$ cat config.mk
export PLATFORM = sky130hd
export DESIGN_NAME = sm3_msg_arb
export DESIGN_NICKNAME = d
export VERILOG_FILES = /design/src/rtl/sm3_arb_pkg.sv /design/src/rtl/sm3_rr_pick.sv /design/src/rtl/sm3_msg_arb.sv
export SDC_FILE = /design/constraint.sdc
export NUM_CORES = 1
export LEC_CHECK = 0
export CORE_UTILIZATION = 34
export CTS_CLUSTER_SIZE = 20
export DETAILED_ROUTE_END_ITERATION = 6
export PLACE_DENSITY = 0.87
export SLEW_MARGIN = 20
export SYNTH_ARGS = -nofsm -noshare
export SYNTH_HDL_FRONTEND = slang
export SYNTH_SLANG_ARGS = --single-unit
$ cat constraint.sdc
create_clock -name clk -period 3.1 [get_ports clk]
set_input_delay 0.465 -clock clk [delete_from_list [all_inputs] [get_ports clk]]
set_output_delay 0.465 -clock clk [all_outputs]
set_load 0.005 [all_outputs]
$ cat src/rtl/sm3_arb_pkg.sv
// rtl/sm3_arb_pkg.sv - shared types and constants for the SM3 message arbiter
package sm3_arb_pkg;

    typedef enum logic [2:0] {
        ST_IDLE      = 3'b001,
        ST_XFER      = 3'b010,
        ST_WAIT_DONE = 3'b100
    } arb_state_e;

    localparam int STALL_W   = 12;
    localparam int STALL_MAX = 4095;

    localparam int DW_NARROW = 32;
    localparam int DW_WIDE   = 64;

    function automatic bit dw_legal(input int dw);
        return (dw == DW_NARROW) || (dw == DW_WIDE);
    endfunction

endpackage

$ cat src/rtl/sm3_rr_pick.sv
// rtl/sm3_rr_pick.sv - combinational round-robin selector, first set bit at or above ptr
module sm3_rr_pick #(
    parameter int N    = 4,
    parameter int ID_W = $clog2(N)
) (
    input  logic [N-1:0]    req,
    input  logic [ID_W-1:0] ptr,
    output logic [ID_W-1:0] winner,
    output logic            any
);

    // Scan from farthest to nearest so the requester closest to ptr overwrites the rest.
    function automatic logic [ID_W:0] pick(input logic [N-1:0] r, input logic [ID_W-1:0] p);
        logic [ID_W:0] s;
        logic [ID_W:0] res;
        res = '0;
        for (int i = N - 1; i >= 0; i--) begin
            s = {1'b0, p} + (ID_W+1)'(i);
            if (s >= (ID_W+1)'(N)) begin
                s = s - (ID_W+1)'(N);
            end
            if (r[s[ID_W-1:0]]) begin
                res = {1'b1, s[ID_W-1:0]};
            end
        end
        return res;
    endfunction

    always_comb begin
        {any, winner} = pick(req, ptr);
    end

endmodule

$ cat src/rtl/sm3_msg_arb.sv
// rtl/sm3_msg_arb.sv - whole-message round-robin arbiter in front of a shared SM3 pad/compress core
module sm3_msg_arb
    import sm3_arb_pkg::*;
#(
    parameter int NUM_REQ = 4,
    parameter int DW      = 32,
    parameter int BW      = DW / 8,
    parameter int ID_W    = $clog2(NUM_REQ)
) (
    input  logic                    clk,
    input  logic                    rst_n,
    input  logic [NUM_REQ-1:0]      req_vld_i,
    input  logic [NUM_REQ*DW-1:0]   req_d_i,
    input  logic [NUM_REQ*BW-1:0]   req_vld_byte_i,
    input  logic [NUM_REQ-1:0]      req_lst_i,
    output logic [NUM_REQ-1:0]      req_rdy_o,
    output logic [DW-1:0]           msg_inpt_d_o,
    output logic [BW-1:0]           msg_inpt_vld_byte_o,
    output logic                    msg_inpt_vld_o,
    output logic                    msg_inpt_lst_o,
    input  logic                    msg_inpt_rdy_i,
    input  logic                    hash_done_i,
    output logic                    res_vld_o,
    output logic [ID_W-1:0]         res_id_o,
    output logic                    busy_o,
    output logic                    err_o
);

    if (!dw_legal(DW)) begin : g_dw_check
        $error("sm3_msg_arb: DW must be 32 or 64");
    end

    arb_state_e         state;
    logic [ID_W-1:0]    gnt_id;
    logic [ID_W-1:0]    rr_ptr;
    logic [STALL_W-1:0] stall_cnt;
    logic [ID_W-1:0]    pick_id;
    logic               pick_any;
    logic               in_xfer;
    logic               beat_vld;
    logic               beat_xfer;
    logic               stalled;

    sm3_rr_pick #(.N(NUM_REQ), .ID_W(ID_W)) u_pick (
        .req    (req_vld_i),
        .ptr    (rr_ptr),
        .winner (pick_id),
        .any    (pick_any)
    );

    assign in_xfer   = (state == ST_XFER);
    assign beat_vld  = in_xfer && req_vld_i[gnt_id];
    assign beat_xfer = beat_vld && msg_inpt_rdy_i;
    assign stalled   = beat_vld && !msg_inpt_rdy_i;

    // Data-side outputs are forced to zero whenever no beat is offered.
    always_comb begin
        msg_inpt_vld_o      = beat_vld;
        msg_inpt_d_o        = beat_vld ? req_d_i[int'(gnt_id)*DW +: DW] : '0;
        msg_inpt_vld_byte_o = beat_vld ? req_vld_byte_i[int'(gnt_id)*BW +: BW] : '0;
        msg_inpt_lst_o      = beat_vld && req_lst_i[gnt_id];
        req_rdy_o           = in_xfer ? (NUM_REQ'(msg_inpt_rdy_i) << gnt_id) : '0;
        res_vld_o           = (state == ST_WAIT_DONE) && hash_done_i;
        res_id_o            = gnt_id;
        busy_o              = (state != ST_IDLE);
    end

    always_ff @(posedge clk) begin
        if (!rst_n) begin
            state     <= ST_IDLE;
            gnt_id    <= '0;
            rr_ptr    <= '0;
            stall_cnt <= '0;
            err_o     <= 1'b0;
        end else begin
            unique case (state)
                ST_IDLE: begin
                    if (pick_any) begin
                        gnt_id <= pick_id;
                        rr_ptr <= (pick_id == ID_W'(NUM_REQ - 1)) ? '0 : pick_id + ID_W'(1);
                        state  <= ST_XFER;
                    end
                end
                ST_XFER: begin
                    if (beat_xfer && req_lst_i[gnt_id]) begin
                        state <= ST_WAIT_DONE;
                    end
                end
                ST_WAIT_DONE: begin
                    if (hash_done_i) begin
                        state <= ST_IDLE;
                    end
                end
                default: state <= ST_IDLE;
            endcase

            // Counter saturates; the cycle after it reaches the limit is the first illegal one.
            if (stalled) begin
                if (stall_cnt == STALL_W'(STALL_MAX)) begin
                    err_o <= 1'b1;
                end else begin
                    stall_cnt <= stall_cnt + STALL_W'(1);
                end
            end else begin
                stall_cnt <= '0;
            end

            if (hash_done_i && state != ST_WAIT_DONE) begin
                err_o <= 1'b1;
            end
        end
    end

endmodule

# [Yosys cells after proc, flatten, opt, wreduce, memory -nomap -nowiden]
# Cells that the tools add are included.
# Widths: inputs -> output; s select.
[totals] reg_bits=20 in_bits=156 output_inout_bits=47 word_cells=81
[classes] n_addsub=9 n_lt_le_gt_ge=9 n_eq_ne=10 n_shift=3 muxes=31 reduce_logical=14
[ops] op="$shiftx 128x8->32" count=1
[ops] op="$mux 32" count=1
[ops] op="$mux 3" count=7
[ops] op="$shiftx 16x5->4" count=1
[ops] op="$lt 2x3->1 const B" count=5
[ops] op="$add 12x1->12 const B" count=1
[ops] op="$bmux 1 s2" count=6
[ops] op="$eq 12x12->1 const B" count=1
[ops] op="$mux 2" count=5
[ops] op="$ge 3x3->1 const B" count=3
[ops] op="$mux 1" count=9
[ops] op="$pmux 3 s3" count=1
[ops] op="$mux 4" count=2
[ops] op="$sub 2x1->2 const B" count=4
[ops] op="$logic_and 1x1->1" count=7
[ops] op="$add 2x2->3 const B" count=2
[ops] op="$reduce_and 2->1" count=3
[ops] op="$ne 2x2->1 const B" count=2
[ops] op="$reduce_bool 2->1" count=2
[ops] op="$shl 1x2->4" count=1
[ops] op="$add 2x1->3 const B" count=1
[ops] op="$eq 3x1->1 const B" count=1
[ops] op="$eq 3x2->1 const B" count=1
[ops] op="$eq 3x3->1 const B" count=1
[ops] op="other kinds (8)" count=8

# [Depth between registers and ports, before layout]
[depth] depth_word=11 depth_mapped=6 depth_no_buf=6

# [Hierarchy]
# A second synthesis with hierarchy kept.
[hier_totals] cells_unflattened=226 area_unflattened_um2=2258.4
[by_module_without_submodules] module="sm3_msg_arb" n_inst=1 cells_each=211 area_each_um2=2177.1 seq_area_each_um2=400.4
[by_module_without_submodules] module="sm3_rr_pick" n_inst=1 cells_each=15 area_each_um2=81.3 seq_area_each_um2=0.0

# [Worst setup path before layout]
# Ideal clock, no wire load.
[synth_timing] path_type="reg2out" startpoint="register gnt_id[0] (netlist: res_id_o[0])" endpoint="output port msg_inpt_d_o[0]" t_arrival_ns=1.531 required_time_ns=2.635 slack_ns=1.104 stages_incl_launch_ff=5 cell_sequence="dfxtp_1 > buf_2 > buf_2 > mux4_2 > and3_1"
[synth_via] elab_chain_len=4 word_cells_on_any_way=5 cone_classes="shift (1); mux (3); reduce/logical (1)"
[synth_lines] item="from (decl)" line="sm3_msg_arb.sv:34" text="logic [ID_W-1:0] gnt_id;"
[synth_lines] item="from (signal assigned)" line="sm3_msg_arb.sv:79" text="gnt_id <= pick_id;"
[synth_lines] item="parallel branches: the longest is 3 deep, another holds $shiftx 128x8->32"
[synth_lines] item="$mux 32 *" line="sm3_msg_arb.sv:59" text="msg_inpt_d_o = beat_vld ? req_d_i[int'(gnt_id)*DW +: DW] : '0;"
[synth_lines] item="to (decl)" line="sm3_msg_arb.sv:17" text="output logic [DW-1:0] msg_inpt_d_o,"
# Mark *: on every way between the ends. The select of a mux whose other input is x is not followed.

# [Worst setup path after layout]
[layout_timing] startpoint="input port req_vld_i[2]" endpoint="output port msg_inpt_lst_o"
[layout_via] elab_chain_len=4
[layout_lines] item="from (decl)" line="sm3_msg_arb.sv:12" text="input logic [NUM_REQ-1:0] req_vld_i,"
[layout_lines] item="$bmux 1 s2" line="sm3_msg_arb.sv:52" text="assign beat_vld = in_xfer && req_vld_i[gnt_id];"
[layout_lines] item="$mux 1 (implied by the code)" line="sm3_msg_arb.sv:52"
[layout_lines] item="$logic_and 1x1->1" line="sm3_msg_arb.sv:52"
[layout_lines] item="$logic_and 1x1->1" line="sm3_msg_arb.sv:61" text="msg_inpt_lst_o = beat_vld && req_lst_i[gnt_id];"
[layout_lines] item="to (decl)" line="sm3_msg_arb.sv:20" text="output logic msg_inpt_lst_o,"
# No other way between the ends. The select of a mux whose other input is x is not followed.

==> flow_metrics.py <==
metrics = {
    "outcome": {
        "outcome": "completed",
    },
    "detailed_routing": {
        "wire_per_inst_um": 18.9,
        "antenna_left": 0,
        "via_per_inst": 5.57,
        "drc_errors": 0,
        "dr.pass1.iters": 4,
        "drt_iter0_drc": 78,
        "drt_wl_total_um": 9410,
        "vias": 2769,
    },
    "logic_synthesis": {
        "syn_avg_cell_area_um2": 9.96,
        "synth_warnings": 0,
        "syn_inst": 226,
        "post-synth-top-area-cell": "mux4_2",
        "synthArstFlopShare_pct": 0,
        "synthTopCellsByArea": "mux4_2, dfxtp_1, and3_1",
        "synth.net_count": 384,
        "synth_edf_count": 0,
        "ys_types": 42,
        "ys_seq_area_share_pct": 17.8,
        "ys_seq_elements": 20,
        "synthesis.area_um2": 2250,
        "synth_top_area_share_pct": 39.0,
        "ys.flop_type": "dfxtp_1",
    },
    "clocking": {
        "cts_max_path_buffers": 2,
        "path_clk_slew_ns": 0.07,
        "cts_tree": "yes",
        "root_buffer": "clkbuf_8",
        "insertion_delay_ns": 0.26,
        "clkSinkCount": 20,
        "postCtsSetupBuffers": 0,
        "hold_buffers": 0,
        "cts-resized-gates": 0,
        "cts.htree.levels": 1,
        "cts_made_buffers": 3,
    },
    "worst_setup_path": {
        "regToRegSetupSlack_ns": 0.95,
        "r2r_end": "stall_cnt[10]$_SDFFE_PN0P_",
        "crit_path_end_kind": "output port",
        "cp_max_fo": 38,
        "crit_path_start_kind": "input pin",
        "r2r-start": "res_id_o[0]$_SDFFE_PN0P_",
        "critical_path_class": "input pin to output port",
        "cp.arrival_ns": 2.54,
        "worstRegToRegCells": 5,
        "crit_required_ns": 2.63,
    },
    "grt": {
        "grt.overflow.total": 0,
        "grt_max_degree": 39,
        "grt_pass1_vias": 2814,
        "grt_antenna_before_repair": 0,
        "grt_first_pass_wirelength_um": 14500,
        "grt_usage_pct": 26.7,
    },
    "power_and_ir_drop": {
        "p_leak_nw": 1.65,
        "power_density_nw_per_um2": 269,
        "total_power_w": 0.00118,
        "ir_worst_vdd_mv": 0.316,
    },
    "floorplan": {
        "start_util_pct": 35.2,
        "core_area_um2": 6390,
        "ios": 203,
        "die-height_um": 83.4,
        "rows": 29,
        "die_w_um": 83.4,
        "dieArea_um2": 6950,
    },
    "timing": {
        "finalHoldViolCount": 0,
        "hold_ws_ns": 0.480,
        "min_period_over_period_pct": 96.9,
        "tns_ns": 0,
        "rsz0062_at_grt": "true",
        "worst_slew_pin_slew_ns": 0.652,
        "finClkSkew_ns": 0.000550,
        "drv_slew": 0,
        "setup_ws_ns": 0.0947,
        "fmax_ghz": 0.333,
        "relSlewSlack_pct": 56.2,
        "period_needed_ns": 3.01,
        "setup_violations": 0,
    },
    "final_layout": {
        "diodes": 0,
        "syn2layout_area_growth_pct": 95.9,
        "fin_nets": 579,
        "drive_above_1_share_pct": 14.3,
    },
    "placed_design": {
        "place.gp.congestion": 0.859,
        "portBuffers": 202,
        "dp_hpwl_um": 7830,
        "place_ws_ns": 0.109,
    },
    "min_path": {
        "hold-path-endpoint": "stall_cnt[1]$_SDFFE_PN0P_",
        "holdPathStages": 2,
        "min_from": "stall_cnt[1]$_SDFFE_PN0P_",
        "holdCritPathClass": "register to register",
    },
    "run": {
        "max-cap-violations": 0,
    },
}
## synth_stat cells, drive strengths merged, types with 2 or more instances
cell,instances
a21oi,14
o21ai,4
mux4,39
nor4,2
nand3,4
nor3b,2
nand2,15
dfxtp,20
nor3,6
inv,5
or3,2
or3b,2
nor2,14
and3,40
clkbuf,10
mux2i,2
nand4,3
and2,5
ha,2
buf,11
xnor2,5
and4,2
a31oi,2
## layer usage
metal	part of all wire, %	routed length [um]	track usage, %	up-vias
met5	0	0	0	-
met2	50	4680	45.9	138
met1	39	3680	32.0	1330
li1	-	-	-	1277
met4	3.7	347	11.0	0
met3	7.5	702	6.06	24
## cell type report
cell class | count | area, um2
clock buffers | 4 | 55.1
fillers | 507 | 1980
inverters | 5 | 18.8
multi-input cells | 180 | 1740
flip-flops and latches | 20 | 403
well taps | 77 | 96.3
repair buffers | 211 | 2100
## cell families (layout without fill, tap and decap cells)
| logic type | after synthesis | count (layout) | synth area share, % |
|---|---|---|---|
| AO/OA/AOI/OAI | 29 | 29 | 8.01 |
| XOR/XNOR | 6 | 6 | 2.33 |
| adder cells (fa/ha/maj) | 2 | 2 | 1.11 |
| buffers and inverters | 26 | 220 | 5.34 |
| flip-flops | 20 | 20 | 17.8 |
| multiplexers | 41 | 41 | 39.9 |
| AND/OR/NAND/NOR | 102 | 102 | 25.5 |
## worst max-delay path, stage by stage
cell	delay (ns)
clkdlybuf4s50_1	0.50
mux4_2	0.78
and3_1	0.29
clkdlybuf4s50_1	0.48
## registers in the layout, summed over array words and instances, names as in the netlist
signal     count
err_o          1
res_id_o       2
rr_ptr         2
stall_cnt     12
state          3
## where the power goes
part	total, W	internal (W)	leakage, nW	switching [W]
Clock	0.000197	0.000113	0.0288	0.0000835
Combinational	0.000694	0.000448	1.45	0.000246
Sequential	0.000294	0.000275	0.163	0.0000193
Total	0.00118	0.000837	1.65	0.000348
## through the flow
step | util (%) | cells | cell area, um2
after floorplan | - | 226 | 2250
after global placement | 68.2 | 493 | 4360
after detailed placement | 68.2 | 493 | 4360
after CTS | 69.1 | 497 | 4410
after global routing | 69.1 | 497 | 4410
final | 69.1 | 497 | 4410
## worst max path at each step
stage | start | end | slack, ns | cells after the start
2_1_floorplan | res_id_o[0]$_SDFFE_PN0P_ | msg_inpt_d_o[0] | 1.10 | 4
3_3_place_gp | req_vld_i[1] | msg_inpt_lst_o | 0.14 | 4
3_5_place_dp | req_vld_i[2] | msg_inpt_lst_o | 0.11 | 4
4_1_cts | req_vld_i[2] | msg_inpt_lst_o | 0.11 | 4
5_1_grt | req_vld_i[2] | msg_inpt_lst_o | -0.006 | 4
6_report | req_vld_i[2] | msg_inpt_lst_o | 0.09 | 4
## cell usage in the layout, fill, tap and decap left out, drive strengths merged, types with 2 or more instances in the layout
cell type      instances
clkdlybuf4s50        202
and3                  40
mux4                  39
dfxtp                 20
nand2                 15
nor2                  14
a21oi                 14
buf                    9
nor3                   6
inv                    5
and2                   5
xnor2                  5
nand3                  4
o21ai                  4
clkbuf                 4
nand4                  3
mux2i                  2
and4                   2
nor4                   2
a31oi                  2
ha                     2
or3b                   2
nor3b                  2
or3                    2
(Power assumes the default switching activity.)
